`config.mk`:
```
export PLATFORM = sky130hd
export DESIGN_NAME = inc64_sequencer
export DESIGN_NICKNAME = d
export VERILOG_FILES = /design/src/rtl/inc64_sequencer_pkg.sv /design/src/rtl/inc64_sequencer_inc16.sv /design/src/rtl/inc64_sequencer.sv
export SDC_FILE = /design/constraint.sdc
export NUM_CORES = 1
export LEC_CHECK = 0
export CORE_UTILIZATION = 49
export DETAILED_ROUTE_END_ITERATION = 10
export PLACE_DENSITY = 0.92
export SYNTH_ARGS = -nofsm -noshare
export SYNTH_HDL_FRONTEND = slang
export SYNTH_SLANG_ARGS = --single-unit
```
`constraint.sdc`:
```
create_clock -name clk -period 6.95 [get_ports clk]
set_input_delay 1.7375 -clock clk [delete_from_list [all_inputs] [get_ports clk]]
set_output_delay 1.7375 -clock clk [all_outputs]
set_load 0.05 [all_outputs]
```
`src/rtl/inc64_sequencer_pkg.sv`:
```
// inc64_sequencer_pkg: shared slice width, FSM encoding and all-ones slice constant
package inc64_sequencer_pkg;
  localparam int SLICE = 16;
  localparam logic [SLICE-1:0] SLICE_ONES = {SLICE{1'b1}};
  typedef enum logic [1:0] {
    IDLE = 2'd0,
    RUN  = 2'd1,
    DONE = 2'd2
  } state_t;
endpackage

```
`src/rtl/inc64_sequencer_inc16.sv`:
```
// inc16: combinational 16-bit slice incrementer, wraps on all ones
module inc16
  import inc64_sequencer_pkg::*;
(
  input  logic [SLICE-1:0] a,
  output logic [SLICE-1:0] y
);
  assign y = a + 1'b1;
endmodule

```
`src/rtl/inc64_sequencer.sv`:
```
// inc64_sequencer: multi-cycle WIDTH-bit incrementer using one shared Inc16 slice, LSB slice first
module inc64_sequencer
  import inc64_sequencer_pkg::*;
#(
  parameter int WIDTH = 64
) (
  input  logic             clk,
  input  logic             rst_n,
  input  logic             in_valid,
  output logic             in_ready,
  input  logic [WIDTH-1:0] in_data,
  output logic             out_valid,
  input  logic             out_ready,
  output logic [WIDTH-1:0] out_data,
  output logic             out_carry,
  output logic             busy
);
  localparam int NSLICE = WIDTH / SLICE;
  localparam int IDXW = NSLICE > 1 ? $clog2(NSLICE) : 1;
  state_t state_q, state_d;
  logic [WIDTH-1:0] acc_q, acc_d;
  logic [IDXW-1:0] idx_q, idx_d;
  logic carry_q, carry_d;
  logic [SLICE-1:0] s, s_inc;
  assign s = acc_q[idx_q*SLICE +: SLICE];
  inc16 u_inc (.a(s), .y(s_inc));
  always_comb begin
    state_d = state_q;
    acc_d = acc_q;
    idx_d = idx_q;
    carry_d = carry_q;
    unique case (state_q)
      IDLE: if (in_valid) begin
        acc_d = in_data;
        idx_d = '0;
        state_d = RUN;
      end
      RUN: begin
        acc_d[idx_q*SLICE +: SLICE] = s_inc;
        // carry dies in this slice: upper slices are already final
        if (s != SLICE_ONES) begin
          carry_d = 1'b0;
          state_d = DONE;
        end else if (idx_q == IDXW'(NSLICE - 1)) begin
          carry_d = 1'b1;
          state_d = DONE;
        end else idx_d = idx_q + 1'b1;
      end
      DONE: state_d = out_ready ? IDLE : DONE;
      default: state_d = IDLE;
    endcase
  end
  always_ff @(posedge clk or negedge rst_n) begin
    if (!rst_n) begin
      state_q <= IDLE;
      acc_q <= '0;
      idx_q <= '0;
      carry_q <= 1'b0;
    end else begin
      state_q <= state_d;
      acc_q <= acc_d;
      idx_q <= idx_d;
      carry_q <= carry_d;
    end
  end
  assign in_ready = state_q == IDLE;
  assign busy = state_q != IDLE;
  assign out_valid = state_q == DONE;
  assign out_data = acc_q;
  assign out_carry = carry_q;
endmodule
```
Word level (Yosys, flattened, before mapping):

Index checks and enable logic that the tools add are counted.

* bits of input ports: 68
* output and inout port bits: 68
* bits in registers: 69
* word-level logic and storage cells: 40

* reductions and logical operators: 8
* $add $sub $neg: 3
* shifts and indexed selects: 3
* muxes and demuxes: 14
* equal/unequal tests: 8

Operator list (count)
* $pmux 64 s2: 1
* $bwmux 64: 1
* $mux 64: 1
* $shift 16x34->64 const A: 1
* $shiftx 16x34->64: 1
* $shiftx 64x7->16: 1
* $neg 6->34: 1
* $add 16x1->16 const B: 1
* $ne 16x16->1 const B: 1
* $mux 2: 7
* $ne 2x2->1 const B: 3
* $pmux 2 s3: 1
* $reduce_and 2->1: 3
* $reduce_bool 2->1: 3
* $eq 2x2->1 const B: 2
* $pmux 2 s2: 1
* $reduce_and 4->1: 1
* $ne 3x3->1 const B: 1
* $add 2x1->2 const B: 1
* $eq 2x1->1 const B: 1
* $logic_not 2->1: 1
* $mux 1: 2

Logic depth before layout (Yosys ltp):

Gate-level depths: netlist of the first run.

* depth after elaboration: 5
* mapped depth: 10
* gate-level depth less buffers: 7

By module:

From an unflattened synthesis of the first run, not the netlist that was laid out.

* cell total of the unflattened synthesis: 394
* area, all modules: 4006.3 um^2

By module, submodules not included
* inc64_sequencer: instances 1, sequential area each 1726.7 um^2, cells each 351, area each 3708.6 um^2
* inc16: instances 1, sequential area each 0.0 um^2, cells each 43, area each 297.8 um^2

Worst setup path before layout of the first run:

OpenSTA, ideal clock, no wires.

* path type: register to output
* from: register state_q[1]
* to: output busy
* arrival time: 1.737 ns
* setup slack: 3.476 ns
* required time: 5.213 ns
* stages on the path, launching flop included: 4
* path buffers: 1
* cell sequence: dfrtp_1 -> clkbuf_1 -> nor2_1 -> inv_1

* cells in the longest elaborated chain, start to end: 1

Ends and longest elaborated chain
* start: declaration: RTL line inc64_sequencer.sv:20 `state_t state_q, state_d;`
* start signal: assignment: RTL line inc64_sequencer.sv:60 `state_q <= state_d;`
* $reduce_bool 2->1: RTL line inc64_sequencer.sv:67 `assign busy = state_q != IDLE;`
* end: declaration: RTL line inc64_sequencer.sv:16 `output logic busy`

Every way passes these cells.

Worst setup path after layout of the first run:

* from: register state_q[1]
* to: output in_ready

* cells in the longest elaborated chain, start to end: 1

Ends and longest elaborated chain
* $logic_not 2->1: RTL line inc64_sequencer.sv:66 `assign in_ready = state_q == IDLE;`
* end: declaration: RTL line inc64_sequencer.sv:10 `output logic in_ready,`

Every way passes these cells.

==> summary.md, run 1 <==
| Metric | Value |
|---|---|
| CP Data Required Time | `5.21 ns` |
| Setup TNS | `0 ns` |
| Setup violations, final | `0` |
| Global Route Usage Sum | `between 30% and 40%` |
| Register share of total power | `25.8%` |
| Gate power share | `63.9%` |
| Synth cell types | `44` |
| DP HPWL | `8910 um` |
| I/O pins | `136` |
| DRT iter0 DRCs | `474` |
| Part of the cycle the worst path needs | `53.9%` |
| Post-synth top area share | `44.0%` |
| Hold Crit Class | `register to register` |
| Syn avg cell area | `9.33 um2` |
| Worst-path maximum fanout | `11` |
| Antenna violations before repair | `0` |
| Starting Density | `between 50% and 60%` |
| Leakage | `about 2.1 nW` |
| Met3 wire len | `around 1400 um` |
| Layout cell share with drive strength beyond 1 | `9.01%` |
| Post-layout min period | `3.75 ns` |
| First-pass GRT wire length | `20600 um` |
| Row cnt | `32` |
| Vias per cell | `approximately 6.3` |
| CP startpoint kind | `register` |
| Netlist Area Pre-Place | `3920 um2` |
| Max VDD drop | `a little under 300 uV` |
| Die width | `approximately 90 um` |
| TritonCTS clock tree | `done` |
| Largest net degree at the start of global routing | `70` |
| Cell-internal power | `0.00140 W` |
| Antenna-violating nets left | `0` |
| Area growth syn-to-layout | `39.6%` |
| Final wirelength | `13000 um` |
| Critical path endpoint category | `primary output` |
| Post-synthesis cell count | `420` |
| Latest clock arrival within the worst-skew pair | `0.35 ns` |
| DRC viols | `0` |
| Met2 wire len | `6340 um` |
| Top FF cell, synth | `dfrtp_1` |
| Max_cap viols | `0` |
| Clk sinks | `roughly 70` |
| CP Class | `register to primary output` |
| Pwr/cell area | `around 550 nW/um2` |
| Hold Path Depth | `2` |
| Most frequent cells in the layout | `134 x clkdlybuf4s50_1, 69 x dfrtp_1, 63 x nor2_1, 47 x a21oi_1, 45 x nand2_1` |
| Synth top area cells | `dfrtp_1 44%, mux4_2 9.2%, a21oi_1 6.1%` |
| Grt ovf | `0` |
| FF-to-FF path depth | `5` |
| Vias | `4081` |
| Utilization after layout | `70.8%` |
| Worst-Margin Slew | `1.28 ns` |
| Wl on met1 | `between 4000 and 5000 um` |
| Clk pin slew, worst setup/hold paths | `0.08 ns` |
| Placed inst area | `around 5300 um2` |
| Post-CTS Resized | `0` |
| ANT cells | `0` |
| Htree depth | `3` |
| Net count, final | `a little over 600` |
| Final instance area | `5470 um2` |
| Peak Freq | `267 MHz` |
| Clock share of power | `10.3%` |
| Slew Limit Headroom | `around 15%` |
| Most common cell after layout, fill and taps aside | `clkdlybuf4s50_1` |
| Placed Cells incl. Taps | `631` |
| Synth Register Bits | `69` |
| EDFF count, synth | `0` |
| Buffers added on ports | `135` |
| Highest Signal Layer | `met4` |
| Async SR Flop Fraction | `between 90% and 100%` |
| Die height | `91.4 um` |
| Worst clock skew | `0.00834 ns` |
| Gp weighted congestion | `0.874` |
| Synth warnings | `0` |
| Post-CTS Setup Inserts | `0` |
| Finished Layout Cells | `roughly 650` |
| Status | `finished clean` |
| Top cell type by total area after synthesis | `dfrtp_1` |
| Filler Cells Inserted | `about 530` |
| Avg WL per Cell | `20.2 um` |
| Net switching fraction of the power | `53.8%` |
| Data arrival time of the critical path | `roughly 2 ns` |
| Router iterations before antenna repair | `5` |
| Maximum buffer depth of the clock tree | `2` |
| RSZ-0062 raised after global routing | `false` |
| CTS root buf | `clkbuf_8` |
| Register area share after synthesis | `44.0%` |
| Post-CTS Hold Buffers | `0` |
| Number of global-route vias before repair | `4117` |
| TritonCTS buffer count | `9` |
| Final Max Slew Viols | `0` |
| Synthesized net count | `493` |
| Die ar. | `8360 um2` |
| Core Region | `7730 um2` |
| Final hold vios | `0` |
| Sw power | `0.00163 W` |
[worst paths after layout]
check                      slack, ns    startpoint           end
min in group asynchronous       1.57         rst_n  out_data[62]
max in group asynchronous       4.80         rst_n  out_data[48]
hold / removal                  0.52  out_data[16]  out_data[16]
setup / recovery                3.20    state_q[1]      in_ready
hold reg to reg                 0.52  out_data[16]  out_data[16]
setup reg to reg                3.89      idx_q[1]  out_data[60]
[through the flow]
| step | setup slack, ns | hold slack, ns | power [W] |
|---|---|---|---|
| after floorplan | 3.48 | 0.766 | 0.00204 |
| after global placement | 3.29 | 0.483 | 0.00262 |
| after detailed placement | 3.16 | 0.506 | 0.00268 |
| after CTS | 3.23 | 0.522 | 0.00300 |
| after global routing | 3.14 | 0.544 | 0.00315 |
| final | 3.20 | 0.520 | 0.00302 |
[cells by family after synthesis]
logic type | after synthesis | synth area share, %
AOI/OAI and AO/OA | 132 | 20.0
xor gates and xnor gates | 14 | 3.13
adders and majority gates | 5 | 1.60
buffers and inverters | 36 | 4.28
DFF | 69 | 44.0
muxes | 16 | 9.19
and+or+nand+nor | 148 | 17.8
[state kept, by name (all words and copies together) (netlist names)]
name	flops
idx_q	2
state_q	2
out_data	64
out_carry	1
[critical path, stage by stage, from the launching register on]
cell	delay, ns
dfrtp_1	0.52
nor2_1	0.28
clkdlybuf4s50_1	0.85
[power groups by stage]
stage | registers [W] | clock network [W] | logic, W
after global routing | 0.000798 | 0.000331 | 0.00202
after CTS | 0.000770 | 0.000310 | 0.00192
after floorplan | 0.00136 | 0 | 0.000682
after global placement | 0.000765 | 0 | 0.00186
after detailed placement | 0.000775 | 0 | 0.00191
final | 0.000779 | 0.000313 | 0.00193
[Yosys cell counts (3+ instances only)]
cell type   n
a221oi_1    9
clkbuf_1   25
nor2_1     63
xor2_1      4
o22ai_1    18
o21ai_0    28
dfrtp_1    69
nand2_1    45
nor3_1      3
inv_1       5
a22oi_1     7
ha_1        5
xnor2_1    10
o211ai_1    4
nand2b_1    3
a21o_1      3
o21ai_1     4
nand3_1    13
o21a_1      8
a21oi_1    48
mux4_2     16
[metal layers]
layer	track usage (%)	vias to the layer above
li1	-	1753
met1	40.5	1952
met2	51.8	326
met3	6.20	50
met4	18.5	0
met5	0	-
[layout make-up]
cell class | instances | area, um2 | share of cell area (%)
Clock buffer | 12 | 165 | 3.02
Tap cell | 102 | 128 | 2.33
Multi-Input combinational cell | 315 | 2030 | 37.1
Sequential cell | 69 | 1730 | 31.5
Inverter | 5 | 18.8 | 0.343
Clock inverter | 3 | 20.0 | 0.366
Timing Repair Buffer | 140 | 1380 | 25.3
Power figures use the tool's default switching activity.
==> run 2, diff against run 1 <==
--- a/config.mk
+++ b/config.mk
@@ -5,9 +5,9 @@
 export SDC_FILE = /design/constraint.sdc
 export NUM_CORES = 1
 export LEC_CHECK = 0
-export CORE_UTILIZATION = 49
+export CORE_UTILIZATION = 41
 export DETAILED_ROUTE_END_ITERATION = 10
-export PLACE_DENSITY = 0.92
+export PLACE_DENSITY = 0.83
 export SYNTH_ARGS = -nofsm -noshare
 export SYNTH_HDL_FRONTEND = slang
 export SYNTH_SLANG_ARGS = --single-unit
==> constraint.sdc (replaced) <==
create_clock -name clk -period 3.33 [get_ports clk]
set_input_delay 0.8325 -clock clk [delete_from_list [all_inputs] [get_ports clk]]
set_output_delay 0.8325 -clock clk [all_outputs]
set_load 0.05 [all_outputs]
==> run 2 against run 1 <==
Net effect:
- setup slack lost 2.7 ns
- highest routed layer unchanged
- largest cell class unchanged
- final cell count grew 5.0%
- register-to-register slack lost 3.3 ns
==> summary.md, run 2 (synthesis results as in run 1) <==
| Metric | Value |
|---|---|
| Number of global-route vias before repair | `4289 (+4.2%)` |
| Critical path depth | `2 (unchanged)` |
| Final hold vios | `0 (unchanged)` |
| Latest clock arrival within the worst-skew pair | `0.35 ns (about the same)` |
| Pre-CTS setup slack | `0.629 ns (-2.53 ns)` |
| TritonCTS clock tree | `done` |
| FF-to-FF path depth | `7 (+2)` |
| Post-CTS Hold Buffers | `0 (unchanged)` |
| Die ar. | `9960 um2 (+19%)` |
| Vias | `4103 (+0.54%)` |
| Global Route Usage Sum | `28.1% (-4.0 points)` |
| Grt ovf | `0 (unchanged)` |
| Worst Hold Slack | `0.519 ns (-0.00113 ns)` |
| CP Data Required Time | `2.50 ns (-2.71 ns)` |
| Part of the cycle the worst path needs | `around 84%` |
| FF-to-FF End | `out_data[16]` |
| Clk pin slew, worst setup/hold paths | `0.08 ns (about the same)` |
| DP HPWL | `9500 um (+6.6%)` |
| Filler Cells Inserted | `760 (+43%)` |
| Die height | `99.8 um (+9.1%)` |
| Final wirelength | `13500 um (+3.4%)` |
| Critical path endpoint category | `primary output` |
| CTS root buf | `clkbuf_8` |
| Router iterations before antenna repair | `5 (unchanged)` |
| Core Region | `9240 um2 (+20%)` |
| Area growth syn-to-layout | `43.3%` |
| Setup WS post-layout | `0.521 ns (-2.68 ns)` |
| Row cnt | `35 (+9.4%)` |
| RSZ-0062 raised after global routing | `false` |
| Worst-path maximum fanout | `11 (unchanged)` |
| Post-CTS Resized | `0 (unchanged)` |
| Die width | `99.8 um (+9.1%)` |
| Avg WL per Cell | `19.9 um (-1.5%)` |
| Worst clock skew | `0.00783 ns (-0.000519 ns)` |
| Setup TNS | `0 ns (unchanged)` |
| Pwr/cell area | `1170 nW/um2 (+110%)` |
| Htree depth | `3 (unchanged)` |
| DRC viols | `0 (unchanged)` |
| Max_cap viols | `0 (unchanged)` |
| TritonCTS buffer count | `9 (unchanged)` |
| Hold Crit Class | `register to register` |
| First-pass GRT wire length | `21300 um (+3.4%)` |
| Starting Density | `42.4% (-8.3 points)` |
| Leakage | `2.16 nW (+3.1%)` |
| Vias per cell | `6.05 (-4.2%)` |
| CP startpoint kind | `register` |
| Peak Freq | `356 MHz` |
| Buffers added on ports | `135 (unchanged)` |
| Net count, final | `618 (+0.82%)` |
| Max VDD drop | `653 uV (+120%)` |
| I/O pins | `136 (unchanged)` |
| DRT iter0 DRCs | `473 (-0.21%)` |
| Antenna violations before repair | `0 (unchanged)` |
| CP top delay family | `buffers and inverters` |
| Critical Path Max Stage Delay | `0.87 ns (+0.02 ns)` |
| Layout cell share with drive strength beyond 1 | `9.84% (+0.83 points)` |
| WP buf/inv | `1 (unchanged)` |
| Gp weighted congestion | `0.884 (+1.1%)` |
| Clk sinks | `69 (unchanged)` |
| Most common cell after layout, fill and taps aside | `clkdlybuf4s50_1` |
| Status | `finished clean` |
| Post-layout min period | `roughly 2.8 ns` |
| Antenna-violating nets left | `0 (unchanged)` |
| Setup violations, final | `0 (unchanged)` |
| Max reg flops | `64 (unchanged)` |
| Hold Crit Endpoint | `out_data[52]` |
| Hold Path Depth | `2 (unchanged)` |
| Reg2reg start | `idx_q[0]` |
| Critical Path, Cell by Cell | `nor2_1 -> clkdlybuf4s50_1` |
| Final Max Slew Viols | `0 (unchanged)` |
| Utilization after layout | `60.8% (-10 points)` |
| R2R setup slack | `0.63 ns (-3.26 ns)` |
| ANT cells | `0 (unchanged)` |
| Largest net degree at the start of global routing | `50 (-29%)` |
| Slew Limit Headroom | `38.0% (+23 points)` |
| Crit-path slowest cell | `clkdlybuf4s50_1` |
| Worst-Margin Slew | `0.930 ns (-0.352 ns)` |
| Min-Delay Startpoint | `out_data[52]` |
| Most frequent cells in the layout | `134 x clkdlybuf4s50_1, 69 x dfrtp_1, 63 x nor2_1, 47 x a21oi_1, 45 x nand2_1` |
| Maximum buffer depth of the clock tree | `2 (unchanged)` |
| CP Class | `register to primary output` |
| Data arrival time of the critical path | `1.98 ns (-0.03 ns)` |
| Post-CTS Setup Inserts | `0 (unchanged)` |
[run 2: changes by cell type in the layout (fill, tap and decap cells not counted), sizes merged]
cell,before,now
buf,6,11
bufinv,0,3
clkbuf,12,11
clkinvlp,2,0
[run 2: worst max path at each step]
stage	startpoint	end	slack, ns
floorplan	state_q[1]	busy	0.76
global route	idx_q[0]	out_data[20]	0.39
finish	state_q[1]	in_ready	0.52
global placement	in_valid	out_data[41]	0.70
detailed placement	in_valid	out_data[41]	0.63
CTS	state_q[1]	in_ready	0.53
[run 2: final cells by class]
class | count | area [um2] | area share, %
clock inverters | 4 | 95.1 | 1.69
multi-input cells | 315 | 2030 | 36.2
repair buffers | 145 | 1430 | 25.5
clock buffers | 11 | 151 | 2.69
flip-flops and latches | 69 | 1730 | 30.7
inverters | 5 | 18.8 | 0.334
well taps | 129 | 161 | 2.87
[run 2: through the flow]
stage,total power [W],cells,instance area (um2)
2_1_floorplan,0.00426,420,3920
3_3_place_gp,0.00557,663,5370
3_5_place_dp,0.00567,663,5370
4_1_cts,0.00654,678,5620
5_1_grt,0.00688,678,5620
6_report,0.00659,678,5620
[run 2: tightest hold or removal path: stages, from the launching register on]
cell and delay [ns]:
dfrtp_1 0.38, nand2_1 0.05, o21ai_0 0.06
[run 2: where the power goes]
group	switching, W	internal [W]	leakage (nW)	total, W
clock network	0.000324	0.000533	0.125	0.000857
logic	0.00272	0.00137	1.23	0.00409
registers	0.000392	0.00125	0.807	0.00164
total	0.00344	0.00315	2.16	0.00659
[run 2: metal layers]
metal / GRT usage (%) / wire (um) / vias to the layer above
li1: - / - / 1763
met1: 35.8 / 5160 / 1982
met2: 45.6 / 6500 / 298
met3: 5.29 / 1260 / 60
met4: 15.2 / 547 / 0
met5: 0 / 0 / -
==> run 3, diff against run 2 <==
--- a/config.mk
+++ b/config.mk
@@ -5,9 +5,9 @@
 export SDC_FILE = /design/constraint.sdc
 export NUM_CORES = 1
 export LEC_CHECK = 0
-export CORE_UTILIZATION = 41
+export CORE_UTILIZATION = 46
 export DETAILED_ROUTE_END_ITERATION = 10
-export PLACE_DENSITY = 0.83
+export PLACE_DENSITY = 0.87
 export SYNTH_ARGS = -nofsm -noshare
 export SYNTH_HDL_FRONTEND = slang
 export SYNTH_SLANG_ARGS = --single-unit
==> constraint.sdc (replaced) <==
create_clock -name clk -period 2.6 [get_ports clk]
set_input_delay 0.65 -clock clk [delete_from_list [all_inputs] [get_ports clk]]
set_output_delay 0.65 -clock clk [all_outputs]
set_load 0.05 [all_outputs]
==> run 3 against run 2 <==
Net effect:
- setup slack got worse by 0.50 ns
- design area decreased by 0.29%
- sequential share of layout area increased by 0.089 points
- non-clock buffer count increased by 14
- critical path depth unchanged
- critical path type unchanged
- highest routed layer unchanged
==> summary.md, run 3 (synthesis results as in run 1) <==
| Metric | Value |
|---|---|
| Reg2reg start | `idx_q[0]` |
| Worst-path maximum fanout | `3 (-8)` |
| Hold Crit Class | `primary input to asynchronous set/reset pin` |
| Slew Limit Headroom | `43.4% (+5.4 points)` |
| R2R setup slack | `0.07 ns (-0.56 ns)` |
| Grt ovf | `0 (unchanged)` |
| Router iterations before antenna repair | `5 (unchanged)` |
| DRT iter0 DRCs | `384 (-19%)` |
| Gp weighted congestion | `0.864 (-2.2%)` |
| Most frequent cells in the layout | `133 x clkdlybuf4s50_1, 69 x dfrtp_1, 63 x nor2_1, 47 x a21oi_1, 45 x nand2_1` |
| Die height | `94.3 um (-5.5%)` |
| CP Class | `register to primary output` |
| Area growth syn-to-layout | `42.9%` |
| Setup violations, final | `0 (unchanged)` |
| CP Data Required Time | `1.95 ns (-0.55 ns)` |
| Core Region | `8220 um2 (-11%)` |
| Die ar. | `8900 um2 (-11%)` |
| Utilization after layout | `68.2% (+7.4 points)` |
| Net count, final | `632 (+2.3%)` |
| Post-CTS Hold Buffers | `0 (unchanged)` |
| Clk sinks | `69 (unchanged)` |
| FF-to-FF path depth | `8 (+1)` |
| Clk pin slew, worst setup/hold paths | `0.07 ns (about the same)` |
| Largest net degree at the start of global routing | `39 (-22%)` |
| Most common cell after layout, fill and taps aside | `clkdlybuf4s50_1` |
| Vias | `4193 (+2.2%)` |
| Final wirelength | `13400 um (-0.17%)` |
| Pwr/cell area | `1460 nW/um2 (+25%)` |
| First-pass GRT wire length | `20800 um (-2.5%)` |
| I/O pins | `136 (unchanged)` |
| Max VDD drop | `1020 uV (+55%)` |
| Register share of total power | `25.3% (+0.4 points)` |
| Placed inst area | `5430 um2 (+1.1%)` |
| Placed Cells incl. Taps | `653 (-1.5%)` |
| ANT cells | `0 (unchanged)` |
| WP buf/inv | `1 (unchanged)` |
| CP top delay family | `buffers and inverters` |
| Total power | `0.00820 W (+24%)` |
| Crit-path slowest cell | `clkdlybuf4s50_1` |
| Status | `finished clean` |
| TritonCTS clock tree | `done` |
| Final instance area | `5600 um2 (-0.29%)` |
| Sw power | `0.00442 W (+28%)` |
| Critical path endpoint category | `primary output` |
| Starting Density | `47.7% (+5.3 points)` |
| Row cnt | `33 (-5.7%)` |
| FF-to-FF End | `out_data[22]` |
| Htree depth | `3 (unchanged)` |
| Latest clock arrival within the worst-skew pair | `0.35 ns (about the same)` |
| Peak Freq | `388 MHz` |
| Clock share of power | `9.4% (-3.6 points)` |
| Die width | `94.3 um (-5.5%)` |
| Worst clock skew | `0.00660 ns (-0.00123 ns)` |
| Global Route Usage Sum | `31.5% (+3.3 points)` |
| Avg WL per Cell | `20.1 um (+1.3%)` |
| Buffers added on ports | `135 (unchanged)` |
| TritonCTS buffer count | `9 (unchanged)` |
| Post-layout min period | `2.57 ns` |
| Leakage | `2.19 nW (+1.1%)` |
| Critical Path, Cell by Cell | `nor2_1 -> clkdlybuf4s50_1` |
| Critical Path Max Stage Delay | `0.88 ns (about the same)` |
| Vias per cell | `6.28 (+3.7%)` |
| Final Max Slew Viols | `0 (unchanged)` |
| Max reg flops | `64 (unchanged)` |
| Number of global-route vias before repair | `4153 (-3.2%)` |
| CP startpoint kind | `register` |
| Antenna-violating nets left | `0 (unchanged)` |
| Max_cap viols | `0 (unchanged)` |
| RSZ-0062 raised after global routing | `true` |
| Gate power share | `65.3% (+3.2 points)` |
| Data arrival time of the critical path | `1.92 ns (-0.06 ns)` |
| CTS root buf | `clkbuf_8` |
| DP HPWL | `9890 um (+4.2%)` |
| Maximum buffer depth of the clock tree | `2 (unchanged)` |
| DRC viols | `0 (unchanged)` |
| Net switching fraction of the power | `53.9% (+1.7 points)` |
| Part of the cycle the worst path needs | `between 90% and 100%` |
| Antenna violations before repair | `0 (unchanged)` |
| Finished Layout Cells | `668 (-1.5%)` |
| Final hold vios | `0 (unchanged)` |
| Layout cell share with drive strength beyond 1 | `12.3% (+2.4 points)` |
| Cell-internal power | `0.00378 W (+20%)` |
| Worst-Margin Slew | `0.849 ns (-0.0811 ns)` |
run 3: power groups by stage:
stage	logic (W)	clock network, W	registers, W
after global placement	0.00514	0	0.00204
after CTS	0.00531	0.000764	0.00205
after global routing	0.00561	0.000822	0.00212
after detailed placement	0.00528	0	0.00207
after floorplan	0.00182	0	0.00363
final	0.00535	0.000769	0.00207
run 3: per-stage QoR:
step	hold WS, ns	setup TNS (ns)	worst slack, ns
5_1_grt	0.296	-0.173	-0.0632
2_1_floorplan	0.354	0	0.213
3_5_place_dp	0.513	0	0.120
3_3_place_gp	0.492	0	0.228
4_1_cts	0.272	0	0.0601
6_report	0.266	0	0.0254
run 3: cell type report:
| cell class | count | area (um2) |
|---|---|---|
| flip-flops and latches | 69 | 1730 |
| multi-input cells | 315 | 2040 |
| repair buffers | 159 | 1520 |
| clock buffers | 11 | 141 |
| inverters | 5 | 18.8 |
| fillers | 647 | 2610 |
| well taps | 105 | 131 |
| clock inverters | 4 | 25.0 |
run 3: what timing repair did:
| item | in CTS | in global routing |
|---|---|---|
| gates resized for setup | 0 | 1 |
| endpoints found under the setup margin | 0 | 12 |
| setup buffers | 0 | 0 |
run 3: worst max path at each step:
stage | to | from | cells after the start | slack (ns)
after CTS | in_ready | state_q[1] | 2 | 0.06
after global routing | out_data[0] | idx_q[0] | 8 | -0.06
after global placement | out_data[24] | in_valid | 5 | 0.23
final | in_ready | state_q[1] | 2 | 0.03
after floorplan | busy | state_q[1] | 3 | 0.21
after detailed placement | out_data[38] | idx_q[0] | 7 | 0.12
run 3: worst reg2reg max path, cell delays in order, from the launching register on:
cell and delay (ns):
dfrtp_1 0.43, buf_4 0.30, inv_1 0.13, ha_1 0.29, nor3_1 0.43, nand3_1 0.28
buf_4 0.27, o21ai_0 0.19, o21a_1 0.14
run 3: routing by layer:
layer / part of all wire (%) / GRT usage, %
met1: 37 / 39.6
met2: 48 / 50.7
met3: 11 / 6.47
met4: 4.1 / 17.4
met5: 0 / 0
